**src/rtl/ultra_net_div_seq.sv**
```systemverilog
// Sequential restoring divider: signed dividend / unsigned divisor.
// Saturated signed quotient, remainder signed like the dividend.
module ultra_net_div_seq #(
  parameter int DIVIDEND_WIDTH = 30,
  parameter int DIVISOR_WIDTH  = 12,
  parameter int QUOTIENT_WIDTH = 18
) (
  input  logic                       ap_clk,
  input  logic                       ap_rst_n,
  input  logic                       ap_start,
  output logic                       ap_done,
  output logic                       ap_idle,
  output logic                       ap_ready,
  input  logic [DIVIDEND_WIDTH-1:0]  din0,
  input  logic [DIVISOR_WIDTH-1:0]   din1,
  output logic [QUOTIENT_WIDTH-1:0]  quot,
  output logic [DIVISOR_WIDTH:0]     rem,
  output logic                       sat,
  output logic                       div0
);

  localparam int DW = DIVIDEND_WIDTH;
  localparam int VW = DIVISOR_WIDTH;
  localparam int QW = QUOTIENT_WIDTH;
  localparam int PW = VW + 1;
  localparam int CW = $clog2(DW);

  localparam logic [DW-1:0] POS_LIM = DW'(2**(QW-1) - 1);
  localparam logic [DW-1:0] NEG_LIM = DW'(2**(QW-1));
  localparam logic [QW-1:0] Q_MAX   = {1'b0, {(QW-1){1'b1}}};
  localparam logic [QW-1:0] Q_MIN   = {1'b1, {(QW-1){1'b0}}};

  typedef enum logic [1:0] {
    S_IDLE,
    S_CALC,
    S_FIX,
    S_DONE
  } state_t;

  state_t          state_q;
  logic [CW-1:0]   cnt_q;
  logic            neg_q;
  logic            nz_q;
  logic [DW-1:0]   a_q;
  logic [VW-1:0]   d_q;
  logic [PW-1:0]   p_q;
  logic [QW-1:0]   quot_q;
  logic [PW-1:0]   rem_q;
  logic            sat_q;
  logic            div0_q;
  logic            done_q;
  logic            idle_q;

  logic            accept;
  logic [DW-1:0]   din0_abs;
  logic [PW-1:0]   p_sh;
  logic [PW-1:0]   d_ext;
  logic            ge;
  logic [PW-1:0]   p_nx;
  logic [QW-1:0]   fq;
  logic [PW-1:0]   fr;
  logic            fs;
  logic            fz;

  // ap_idle must have been visible for a cycle before a start is taken
  assign accept   = (state_q == S_IDLE) && idle_q && ap_start;
  assign din0_abs = din0[DW-1] ? (~din0 + 1'b1) : din0;

  assign p_sh  = {p_q[PW-2:0], a_q[DW-1]};
  assign d_ext = {1'b0, d_q};
  assign ge    = (p_sh >= d_ext);
  assign p_nx  = ge ? (p_sh - d_ext) : p_sh;

  // Sign restore, clipping and divide-by-zero override for the FIX cycle
  always_comb begin
    fq = '0;
    fr = '0;
    fs = 1'b0;
    fz = 1'b0;
    if (d_q == '0) begin
      fz = 1'b1;
      fs = nz_q;
      if (nz_q) fq = neg_q ? Q_MIN : Q_MAX;
    end else if (neg_q) begin
      fs = (a_q > NEG_LIM);
      fq = fs ? Q_MIN : (~a_q[QW-1:0] + 1'b1);
      fr = ~p_q + 1'b1;
    end else begin
      fs = (a_q > POS_LIM);
      fq = fs ? Q_MAX : a_q[QW-1:0];
      fr = p_q;
    end
  end

  // Control FSM, shift/subtract datapath and registered outputs
  always_ff @(posedge ap_clk or negedge ap_rst_n) begin
    if (!ap_rst_n) begin
      state_q <= S_IDLE;
      cnt_q   <= '0;
      neg_q   <= 1'b0;
      nz_q    <= 1'b0;
      a_q     <= '0;
      d_q     <= '0;
      p_q     <= '0;
      quot_q  <= '0;
      rem_q   <= '0;
      sat_q   <= 1'b0;
      div0_q  <= 1'b0;
      done_q  <= 1'b0;
      idle_q  <= 1'b1;
    end else begin
      done_q <= (state_q == S_DONE);
      idle_q <= (state_q == S_IDLE) && !accept;
      unique case (state_q)
        S_IDLE: begin
          if (accept) begin
            neg_q   <= din0[DW-1];
            nz_q    <= |din0;
            a_q     <= din0_abs;
            d_q     <= din1;
            p_q     <= '0;
            cnt_q   <= CW'(DW - 1);
            state_q <= S_CALC;
          end
        end
        S_CALC: begin
          a_q   <= {a_q[DW-2:0], ge};
          p_q   <= p_nx;
          cnt_q <= cnt_q - 1'b1;
          if (cnt_q == '0) state_q <= S_FIX;
        end
        S_FIX: begin
          quot_q  <= fq;
          rem_q   <= fr;
          sat_q   <= fs;
          div0_q  <= fz;
          state_q <= S_DONE;
        end
        S_DONE: begin
          state_q <= S_IDLE;
        end
      endcase
    end
  end

  assign ap_done  = done_q;
  assign ap_ready = done_q;
  assign ap_idle  = idle_q;
  assign quot     = quot_q;
  assign rem      = rem_q;
  assign sat      = sat_q;
  assign div0     = div0_q;

endmodule

```
**config.mk**
```make
export PLATFORM = sky130hd
export DESIGN_NAME = ultra_net_div_seq
export DESIGN_NICKNAME = d
export VERILOG_FILES = /design/src/rtl/ultra_net_div_seq.sv
export SDC_FILE = /design/constraint.sdc
export NUM_CORES = 1
export LEC_CHECK = 0
export CAP_MARGIN = 25
export CORE_ASPECT_RATIO = 1.5
export CORE_MARGIN = 2
export CORE_UTILIZATION = 61
export DETAILED_ROUTE_END_ITERATION = 8
export GPL_ROUTABILITY_DRIVEN = 0
export PLACE_DENSITY_LB_ADDON = 0.2
export SLEW_MARGIN = 20
export SYNTH_ARGS = -nofsm -noshare
export SYNTH_HDL_FRONTEND = slang
export SYNTH_SLANG_ARGS = --single-unit
```
**constraint.sdc**
```tcl
create_clock -name ap_clk -period 3.5 [get_ports ap_clk]
set_input_delay 0.875 -clock ap_clk [delete_from_list [all_inputs] [get_ports ap_clk]]
set_output_delay 0.875 -clock ap_clk [all_outputs]
set_load 0.005 [all_outputs]
```
==> results_dict.tcl <==
set metrics [dict create \
    ant_nets 0 \
    cts_buffers 9 \
    wire_per_inst_um 18.6 \
    dieHeight_um 128 \
    yosysTopAreaCell "dfrtp_1" \
    grt_pass1_wl_mm 27.4 \
    cap_violations 0 \
    drt-pass1-iter-count 5 \
    finalSetupViolations 0 \
    ir_worst_vdd_mv 0.487 \
    post-route-period-util_pct 88.8 \
    synth_top_flop_cell "dfrtp_1" \
    synth_cell_type_count 66 \
    setup_slack_ns 0.392 \
    worstMarginPinSlew_ns 0.784 \
    max_slew_margin_pct 47.8 \
    overflow 0 \
    syn-num-nets 771 \
    die_w_um 86.7 \
    hold_path.class "reg -> reg" \
    cts_tree "done" \
    syn_avg_cell_area_um2 8.90 \
    pre_cts_slack_ns 0.0651 \
    drc_errors 0 \
    hold_viol 0 \
    via_per_inst 6.54 \
    grt_pass1_vias 5960 \
    row_count 45 \
    grt_usage_pct 30.9 \
    cp_num_buf_inv 1 \
    h-tree-depth 3 \
    syn_area_um2 6260 \
    grt_start_max_net_pins 54 \
    cp_slowest_cell "or4_4" \
    crit_type "in -> reg" \
    final_nets 839 \
    rsz0062_at_grt "no" \
    cp_top_family "simple AND/OR/NAND/NOR gates" \
    skew_ns 0.00803 \
    cp_max_fo 5 \
    critical_path_arrival_ns 3.31 \
    dpl-instance-area_um2 7170 \
    cts_hold_buf 0 \
    stdcell_area_um2 7520 \
    cts_resized 0 \
    vias 5839 \
    ys_seq_elements 99 \
    syn_inst 703 \
    initial_utilization_pct 62.1 \
    utilization_pct 74.6 \
    power_density_nw_per_um2 903 \
    ys_top_cells_by_area "dfrtp_1 39%, o21ai_0 6.2%, xor2_1 4.6%, ha_1 4.4%, nand2_1 3.2%" \
    fin_crit_ns 3.11 \
    ys_seq_area_share_pct 39.6 \
    cp-start-kind "input pin" \
    total_power_mw 6.79 \
    core-area_um2 10100 \
    clock_path_buffers 2 \
    fmax_mhz 322 \
    netlist.area_leader.share_pct 39.2 \
    end_kind "flop" \
    insertion_delay_ns 0.35 \
    cts_num_sinks 99 \
    synth_most_common_cell "dfrtp_1" \
    drive_above_1_share_pct 8.12 \
    leakagePower_nw 3.15 \
    portBuffers 80 \
    ys_top_cells_by_count "98 x dfrtp_1, 77 x o21ai_0, 54 x nand2_1" \
    worst_ep_required_time_ns 3.71 \
    synth_edf_count 0 \
    n_antenna_cell 0 \
    synthToLayoutAreaGrowth_pct 20.1 \
    synthArstFlopShare_pct 100 \
    cts_root_buffer "clkbuf_16" \
    ys_warn_count 0 \
    io_pins 81 \
    tns_ns 0 \
    cts_setup_buffers 0 \
    die_area_um2 11100 \
    clk_pin_slew_worst_paths_ns 0.06 \
    wirelength_mm 16.6 \
    antenna_found_initial 0 \
    crit_path_cell_trace "clkdlybuf4s50_1 > or4_4 > or3_1 > or3_4 > o31ai_2 > xor2_1 > o22ai_1" \
    drv_slew 0 \
    hpwlAfterDp_mm 12.4 \
    drt_iter0_markers 457 \
    slowest_delay_ns 0.57 \
    status "complete, no violations" \
]
-- logic make-up (layout without fill, tap and decap cells) --
kind of cell | count (synthesis) | in the layout | share of synthesized area [%]
XOR/XNOR | 54 | 54 | 7.56
buffers and inverters | 85 | 158 | 5.20
AO/OA/AOI/OAI | 233 | 233 | 24.2
adder cells (fa/ha/maj) | 23 | 23 | 4.72
multiplexers | 18 | 18 | 3.16
AND/OR/NAND/NOR | 191 | 191 | 15.6
flip-flops | 99 | 99 | 39.6
-- area by class of cell --
type / count / area (um^2)
tap: 117 / 146
timing repair buffer: 97 / 923
multi-input combinational: 519 / 3460
inverter: 45 / 169
clock buffer: 12 / 246
fill: 715 / 2560
clock inverter: 4 / 97.6
sequential: 99 / 2480
-- state kept, by name, indices dropped and copies added (netlist names) --
register and count:
a_q 30, ap_done 1, ap_idle 1, cnt_q 5, d_q 12, div0 1
neg_q 1, nz_q 1, p_q 13, quot 18, rem 13, sat 1
state_q 2
-- final timing paths --
| kind | start | to | slack (ns) | depth (start not counted) |
|---|---|---|---|---|
| worst max-delay path | din0[5] | a_q[28] | 0.39 | 7 |
| worst min-delay path | cnt_q[0] | cnt_q[0] | 0.51 | 1 |
| worst max register to register | p_q[0] | p_q[12] | 0.59 | 7 |
| worst min register to register | cnt_q[0] | cnt_q[0] | 0.51 | 1 |
| max in group asynchronous | ap_rst_n | quot[9] | 2.10 | 2 |
| min in group asynchronous | ap_rst_n | d_q[9] | 0.56 | 1 |
-- per-layer routing --
layer	vias to the layer above	part of all wire (%)	track usage [%]
met1	2815	36	34.0
met2	259	54	56.8
met3	61	5.0	3.67
met4	0	4.4	16.5
li1	2704	-	-
met5	-	0	0
-- cells in the final DEF, fill, tap and decap left out, types with 3 or more instances in the layout --
master	n
mux2_2	14
a211oi_1	9
inv_1	45
o21ai_0	77
nor4_1	12
nand2_1	54
clkdlybuf4s50_1	79
dfrtp_1	98
or2_2	4
o21a_1	7
bufinv_16	3
nor2b_1	3
nand3_1	18
ha_1	22
and3_1	6
mux2i_1	4
clkbuf_16	9
and2_1	4
nand2b_1	9
nor2_1	38
nand4_1	4
or3_1	9
a21o_1	4
o211ai_1	8
a22oi_1	18
o311ai_0	3
o31a_1	4
or4_1	7
xnor2_1	21
nor3_1	14
o22ai_1	22
a21oi_1	33
o41ai_1	5
xor2_1	33
buf_4	17
o31ai_1	15
nand3b_1	3
-- report_power, final --
group          total (mW)  switching, mW  internal, mW
Clock                1.14          0.423         0.719
Combinational        3.47           1.92          1.55
Sequential           2.18          0.553          1.62
-- through the flow --
stage	hold WS [ns]	instances
2_1_floorplan	0.462	703
3_3_place_gp	0.491	876
3_5_place_dp	0.500	876
4_1_cts	0.508	892
5_1_grt	0.533	893
6_report	0.506	893
-- worst register-to-register path: cells and delay by family (launching register included) --
family | cells | cell delay, ns
AND/OR/NAND/NOR | 2 | 0.46
AO/OA/AOI/OAI | 4 | 1.48
adder cells (fa/ha/maj) | 1 | 0.35
flip-flops | 1 | 0.49
Power figures use the tool's default switching activity.
